$ cat src/rtl/apb_master_bridge.sv
// apb_master_bridge: valid/ready request to APB3 master bridge.
// Single outstanding transfer. Back-to-back transfers are supported by accepting
// the next request in the completing ACCESS cycle.
// Optional build macro APB_TIMEOUT_EN: aborts an ACCESS phase that has waited
// TIMEOUT_CYCLES cycles and reports it as a slave error.
module apb_master_bridge #(
  parameter int ADDR_WIDTH     = 32,
  parameter int DATA_WIDTH     = 32,
  parameter int TIMEOUT_CYCLES = 16
) (
  input  logic                  pclk,
  input  logic                  preset,
  input  logic                  req_valid,
  output logic                  req_ready,
  input  logic                  req_write,
  input  logic [ADDR_WIDTH-1:0] req_addr,
  input  logic [DATA_WIDTH-1:0] req_wdata,
  output logic                  rsp_valid,
  output logic [DATA_WIDTH-1:0] rsp_rdata,
  output logic                  rsp_slverr,
  output logic                  psel,
  output logic                  penable,
  output logic                  pwrite,
  output logic [ADDR_WIDTH-1:0] paddr,
  output logic [DATA_WIDTH-1:0] pwdata,
  input  logic [DATA_WIDTH-1:0] prdata,
  input  logic                  pready,
  input  logic                  pslverr
);

  typedef enum logic [1:0] {IDLE, SETUP, ACCESS} state_t;

  state_t                state_q, state_d;
  logic                  psel_q, psel_d;
  logic                  penable_q, penable_d;
  logic                  pwrite_q, pwrite_d;
  logic [ADDR_WIDTH-1:0] paddr_q, paddr_d;
  logic [DATA_WIDTH-1:0] pwdata_q, pwdata_d;
  logic                  rsp_valid_q, rsp_valid_d;
  logic [DATA_WIDTH-1:0] rsp_rdata_q, rsp_rdata_d;
  logic                  rsp_slverr_q, rsp_slverr_d;
  logic                  accept;

`ifdef APB_TIMEOUT_EN
  localparam int TW = $clog2(TIMEOUT_CYCLES + 1);
  localparam logic [TW-1:0] LAST_WAIT = TW'(TIMEOUT_CYCLES - 1);
  logic [TW-1:0] wait_cnt_q, wait_cnt_d;
`else
  // The timeout limit has no effect when the abort logic is not built in.
  logic unused_timeout_cfg;
  assign unused_timeout_cfg = ^TIMEOUT_CYCLES;
`endif

  // Ready in IDLE, or in the ACCESS cycle that completes, so a follow-on request
  // can go straight to SETUP.
  assign req_ready = (state_q == IDLE) || ((state_q == ACCESS) && pready);
  assign accept    = req_valid && req_ready;

  // Next-state, captured request fields and response generation.
  always_comb begin
    state_d      = state_q;
    pwrite_d     = pwrite_q;
    paddr_d      = paddr_q;
    pwdata_d     = pwdata_q;
    rsp_valid_d  = 1'b0;
    rsp_rdata_d  = rsp_rdata_q;
    rsp_slverr_d = rsp_slverr_q;
`ifdef APB_TIMEOUT_EN
    wait_cnt_d   = wait_cnt_q;
`endif
    case (state_q)
      IDLE: begin
        if (accept) state_d = SETUP;
      end
      SETUP: begin
        state_d = ACCESS;
`ifdef APB_TIMEOUT_EN
        wait_cnt_d = '0;
`endif
      end
      ACCESS: begin
        if (pready) begin
          // Completion takes priority over a timeout reached in the same cycle.
          rsp_valid_d  = 1'b1;
          rsp_slverr_d = pslverr;
          rsp_rdata_d  = pwrite_q ? '0 : prdata;
          state_d      = accept ? SETUP : IDLE;
`ifdef APB_TIMEOUT_EN
        end else if (wait_cnt_q == LAST_WAIT) begin
          rsp_valid_d  = 1'b1;
          rsp_slverr_d = 1'b1;
          rsp_rdata_d  = '0;
          state_d      = IDLE;
        end else begin
          wait_cnt_d = wait_cnt_q + 1'b1;
`endif
        end
      end
      default: state_d = IDLE;
    endcase
    if (accept) begin
      pwrite_d = req_write;
      paddr_d  = req_addr;
      pwdata_d = req_write ? req_wdata : '0;
    end
    // Bus strobes are registered copies of the state being entered.
    psel_d    = (state_d != IDLE);
    penable_d = (state_d == ACCESS);
  end

  // State and output registers; reset clears every output, including the bus fields.
  always_ff @(posedge pclk) begin
    if (preset) begin
      state_q      <= IDLE;
      psel_q       <= 1'b0;
      penable_q    <= 1'b0;
      pwrite_q     <= 1'b0;
      paddr_q      <= '0;
      pwdata_q     <= '0;
      rsp_valid_q  <= 1'b0;
      rsp_rdata_q  <= '0;
      rsp_slverr_q <= 1'b0;
`ifdef APB_TIMEOUT_EN
      wait_cnt_q   <= '0;
`endif
    end else begin
      state_q      <= state_d;
      psel_q       <= psel_d;
      penable_q    <= penable_d;
      pwrite_q     <= pwrite_d;
      paddr_q      <= paddr_d;
      pwdata_q     <= pwdata_d;
      rsp_valid_q  <= rsp_valid_d;
      rsp_rdata_q  <= rsp_rdata_d;
      rsp_slverr_q <= rsp_slverr_d;
`ifdef APB_TIMEOUT_EN
      wait_cnt_q   <= wait_cnt_d;
`endif
    end
  end

  assign psel       = psel_q;
  assign penable    = penable_q;
  assign pwrite     = pwrite_q;
  assign paddr      = paddr_q;
  assign pwdata     = pwdata_q;
  assign rsp_valid  = rsp_valid_q;
  assign rsp_rdata  = rsp_rdata_q;
  assign rsp_slverr = rsp_slverr_q;

endmodule

$ cat config.mk
export PLATFORM = sky130hd
export DESIGN_NAME = apb_master_bridge
export DESIGN_NICKNAME = d
export VERILOG_FILES = /design/src/rtl/apb_master_bridge.sv
export SDC_FILE = /design/constraint.sdc
export NUM_CORES = 1
export LEC_CHECK = 0
export CAP_MARGIN = 20
export CORE_MARGIN = 5
export CORE_UTILIZATION = 43
export CTS_BUF_LIST = sky130_fd_sc_hd__clkbuf_16
export DETAILED_ROUTE_END_ITERATION = 6
export PLACE_DENSITY = 0.9
export SYNTH_ARGS = -nofsm -noshare
export SYNTH_HDL_FRONTEND = slang
export SYNTH_SLANG_ARGS = --single-unit
$ cat constraint.sdc
create_clock -name pclk -period 2.5 [get_ports pclk]
set_input_delay 0.625 -clock pclk [delete_from_list [all_inputs] [get_ports pclk]]
set_output_delay 0.625 -clock pclk [all_outputs]
set_load 0.01 [all_outputs]
---- After elaboration in Yosys (flattened, before gate mapping) ----
Index checks and enable logic that the tools add are counted.
word-level totals
  output and inout bits ................... 102
  word-level logic and storage cells ...... 27
  bits of input ports ..................... 102
  bits in registers ....................... 103
cells by class
  bitwise operators ....................... 1
  mux-type cells .......................... 7
  reduce and logical (&&, ||, !) cells .... 7
  eq/ne operators ......................... 3
operator list
  cell                                                 count
  2-to-1 mux 32 bit                                    2
  one-hot mux 2 bit (3 select lines)                   1
  equality test 2 bit, second input constant           2
  2-to-1 mux 2 bit                                     2
  equality test 2 x 1 -> 1 bit, second input constant  1
  logical AND 1 bit                                    2
  zero test 2 bit                                      1
  2-to-1 mux 1 bit                                     2
  AND reduction 2 bit                                  1
  nonzero test 2 bit                                   1
  OR reduction 2 bit                                   1
  logical OR 1 bit                                     1
  inverter 1 bit                                       1

---- Longest topological paths before layout ----
  depth in word-level cells ............... 8
  mapped depth ............................ 5
  gate-level depth less buffers ........... 3

---- Least setup slack after synthesis ----
Ideal clock, no wire load.
  kind .................................... in2out
  from .................................... input pready
  to ...................................... output req_ready
  path slack .............................. 589 ps
  data arrival time ....................... 1286 ps
  required time ........................... 1875 ps
  buffers on the path ..................... 2
  stages on the path ...................... 4
  cells stage by stage .................... and2b_1 > buf_4 > buf_4 > nor2_1
between the ends
  cells in the longest elaborated chain, start to end .. 2
RTL lines
  item               RTL line  text
  start, declared    27        input logic pready,
  logical AND 1 bit  56        assign req_ready = (state_q == IDLE) || ((state_q == ACCESS) && pready);
  logical OR 1 bit   56
  end, declared      14        output logic req_ready,
No other way between the ends.

---- Worst setup path in the final report ----
Same ends and word-level chain as after synthesis.

==> flow_summary.ini <==
[setup_path]
cp_num_buf_inv = 2
crit_fanout = 2
slowest_stage = clkdlybuf4s50_1
arrival_ns = 1.77
path_delay_family = buffers and inverters
start_kind = primary input
crit_path_cell_trace = clkdlybuf4s50_1 > and2b_2 > nor2_1 > dlygate4sd2_1
r2r-end = paddr[1]
rr_startpoint = state_q[1]
rrSetupSlack_ns = 0.89
max_stage_delay_ns = 0.48
r2r_cells = 4
critical_path_required_ns = 1.88
end_kind = output pin
path_class = in -> out

[logic_synthesis]
syn_area_per_cell_um2 = 8.60
yosysSeqAreaShare_pct = 51.6
synth_xor_area_share_pct = 0
yosys.area_share.adder_pct = 0
syn_area_mm2 = 0.00399
synthMuxAreaShare_pct = 0.282
synth_nets = 566
yosysWarnings = 0
synth-simple-area-share_pct = 20.2
synth-compound-area-share_pct = 20.7
yosysUniqueCellTypes = 22
netlist_instances = 464
ys_seq_elements = 103
synth_top_family_by_area = compound AO/OA/AOI/OAI gates

[pwr]
switching_share_pct = 23.9
irDropWorstVdd_mv = 0.387
power_frac_clock_pct = 36.9
power_frac_comb_pct = 15.9
p_int_w = 0.00281
power-per-cell-area_mw_per_mm2 = 584
p_leak_nw = 2.15
power.switching_w = 0.000885
pwr-share-seq_pct = 47.2

[worst_hold_path]
min-delay-start = rsp_rdata[6]
hold_depth = 2
hold_class = reg -> reg
whs_endpoint = rsp_rdata[6]

[run_status]
status = complete, no violations

[sta]
period_share_pct = 95.9
rsz0062_at_grt = no
maxSlewViolCount = 0
max_freq_ghz = 0.417
min_period_ns = 2.40
clock_skew_ns = 0.0157
max_slew_margin_pct = 58.5
fin_tns_setup_ns = 0
setup_viol = 0
hold_violations = 0
tightest_slew_ns = 0.622

[finish]
antenna_cells = 0
post-route-util_pct = 69.1
stdcell_count = 753
layout.nets = 740
drive_gt1_share_pct = 4.98
areaGrowthSynthToFinish_pct = 58.4

[placement]
dp_cells = 738
place_congestion = 0.815
post-dp-hpwl_um = 8930
io_buffers = 203

[grt]
antenna_found_initial = 0
gr-usage-all-layers_pct = 21.5
grt_max_degree = 67
grt.overflow.total = 0
grt_pass1_vias = 3970
grt_first_pass_wirelength_um = 19900

[floorplan]
die_area_mm2 = 0.0113
io_pins = 204
coreArea_mm2 = 0.00915
initial_core_util_pct = 43.6
die_w_um = 106
rows = 35
die_h_um = 106

[clock_network]
tritoncts = done
numCtsBuffers = 9
post_cts_buffers = 0
cts_root_buffer = clkbuf_16
clkTransAtPathRegs_ns = 0.06
insertion_delay_ns = 0.34
htreeDepth = 3
cts.path.max_buffers = 2
cts_sinks = 103

[routing]
drtAntennaViolNets = 0
dr.pass1.iters = 6
vias = 4170
via_per_inst = 5.54
wl_um = 12900
drc_errors = 0
wl_per_cell_um = 17.1
drt-initial-drc-count = 231

[run]
cap_violations = 0
==> what timing repair did <==
| action | 4_1_cts | 5_1_grt |
|---|---|---|
| endpoints found under the hold margin | 0 | 0 |
| setup endpoints to repair | 1 | 0 |
| gates resized for setup | 1 | 0 |
| hold buffers | 0 | 0 |
==> cell usage after synthesis (all sizes together) <==
| library cell | n | share of area (%) |
|---|---|---|
| nand2 | 34 | 3.2 |
| nor3 | 1 | 0.13 |
| nor2 | 5 | 0.47 |
| clkbuf | 27 | 2.6 |
| nand3 | 33 | 4.1 |
| and3b | 1 | 0.22 |
| nand4 | 32 | 5.0 |
| and2b | 1 | 0.19 |
| nor2b | 1 | 0.22 |
| dfxtp | 103 | 52 |
| a21oi | 98 | 12 |
| nand2b | 2 | 0.38 |
| mux2 | 1 | 0.28 |
| nand3b | 33 | 6.2 |
| o21ai | 65 | 8.1 |
| a221oi | 1 | 0.22 |
| buf | 26 | 4.7 |
==> tightest hold or removal path: stages, from the launching register on <==
cell	delay (ns)
dfxtp_1	0.31
nand2_1	0.05
a21oi_1	0.05
==> registers in the layout (all words and copies together) (netlist names) <==
name	count
paddr	32
penable	1
psel	1
pwdata	32
pwrite	1
rsp_rdata	32
rsp_slverr	1
rsp_valid	1
state_q	2
==> metrics by stage <==
step                hold WS, ns  cell area [um^2]  power, W  worst slack (ns)
CTS                       0.451              6330   0.00372            0.0952
global route              0.465              6330   0.00385            0.0683
global placement          0.437              6040   0.00235            -0.185
detailed placement        0.442              6040   0.00237            -0.169
finish                    0.450              6330   0.00370             0.102
floorplan                 0.476              3990   0.00202             0.589
==> cells in the final DEF, fill, tap and decap left out <==
master,n
a21oi_1,98
nand2b_2,2
nand4_1,32
and3b_1,1
clkbuf_16,9
nand3b_1,33
and2b_2,1
nor2_1,5
mux2_2,1
buf_4,9
clkdlybuf4s50_1,201
clkinvlp_4,1
dlygate4sd2_1,1
inv_6,1
o21ai_0,36
nor3_1,1
clkinv_1,1
a221oi_1,1
nor2b_4,1
clkinv_4,1
bufinv_16,1
o21ai_1,29
dfxtp_1,103
inv_1,1
nand2_1,34
nand3_1,33
buf_12,5
==> area by class of cell <==
| type | count | area, um^2 |
|---|---|---|
| multi-input combinational | 308 | 1650 |
| clock inverter | 6 | 62.6 |
| clock buffer | 9 | 225 |
| timing repair buffer | 216 | 2190 |
| fill | 682 | 2830 |
| sequential | 103 | 2060 |
| tap | 111 | 139 |
==> power by group through the flow <==
stage / Clock (W) / Combinational, W / Sequential [W]
floorplan: 0 / 0.000208 / 0.00181
global placement: 0 / 0.000575 / 0.00178
detailed placement: 0 / 0.000587 / 0.00178
CTS: 0.00139 / 0.000589 / 0.00174
global route: 0.00147 / 0.000629 / 0.00175
finish: 0.00137 / 0.000587 / 0.00174
==> worst max-delay path by stage <==
stage | cells past startpoint | start | slack [ns] | endpoint
finish | 4 | pready | 0.10 | req_ready
global route | 4 | pready | 0.07 | req_ready
CTS | 4 | pready | 0.1 | req_ready
detailed placement | 4 | pready | -0.17 | req_ready
global placement | 4 | pready | -0.19 | req_ready
floorplan | 4 | pready | 0.59 | req_ready
==> layer usage <==
metal  wire (um)  global-route usage (%)
met4         265                    7.22
met2        6250                    36.5
met5           0                       0
met1        5100                    24.9
met3        1250                    8.14
==> cell families after synthesis <==
kind of cell / Yosys count
AO/OA/AOI/OAI: 164
AND/OR/NAND/NOR: 143
buffers and inverters: 53
flip-flops: 103
multiplexers: 1
(Power assumes the default switching activity.)
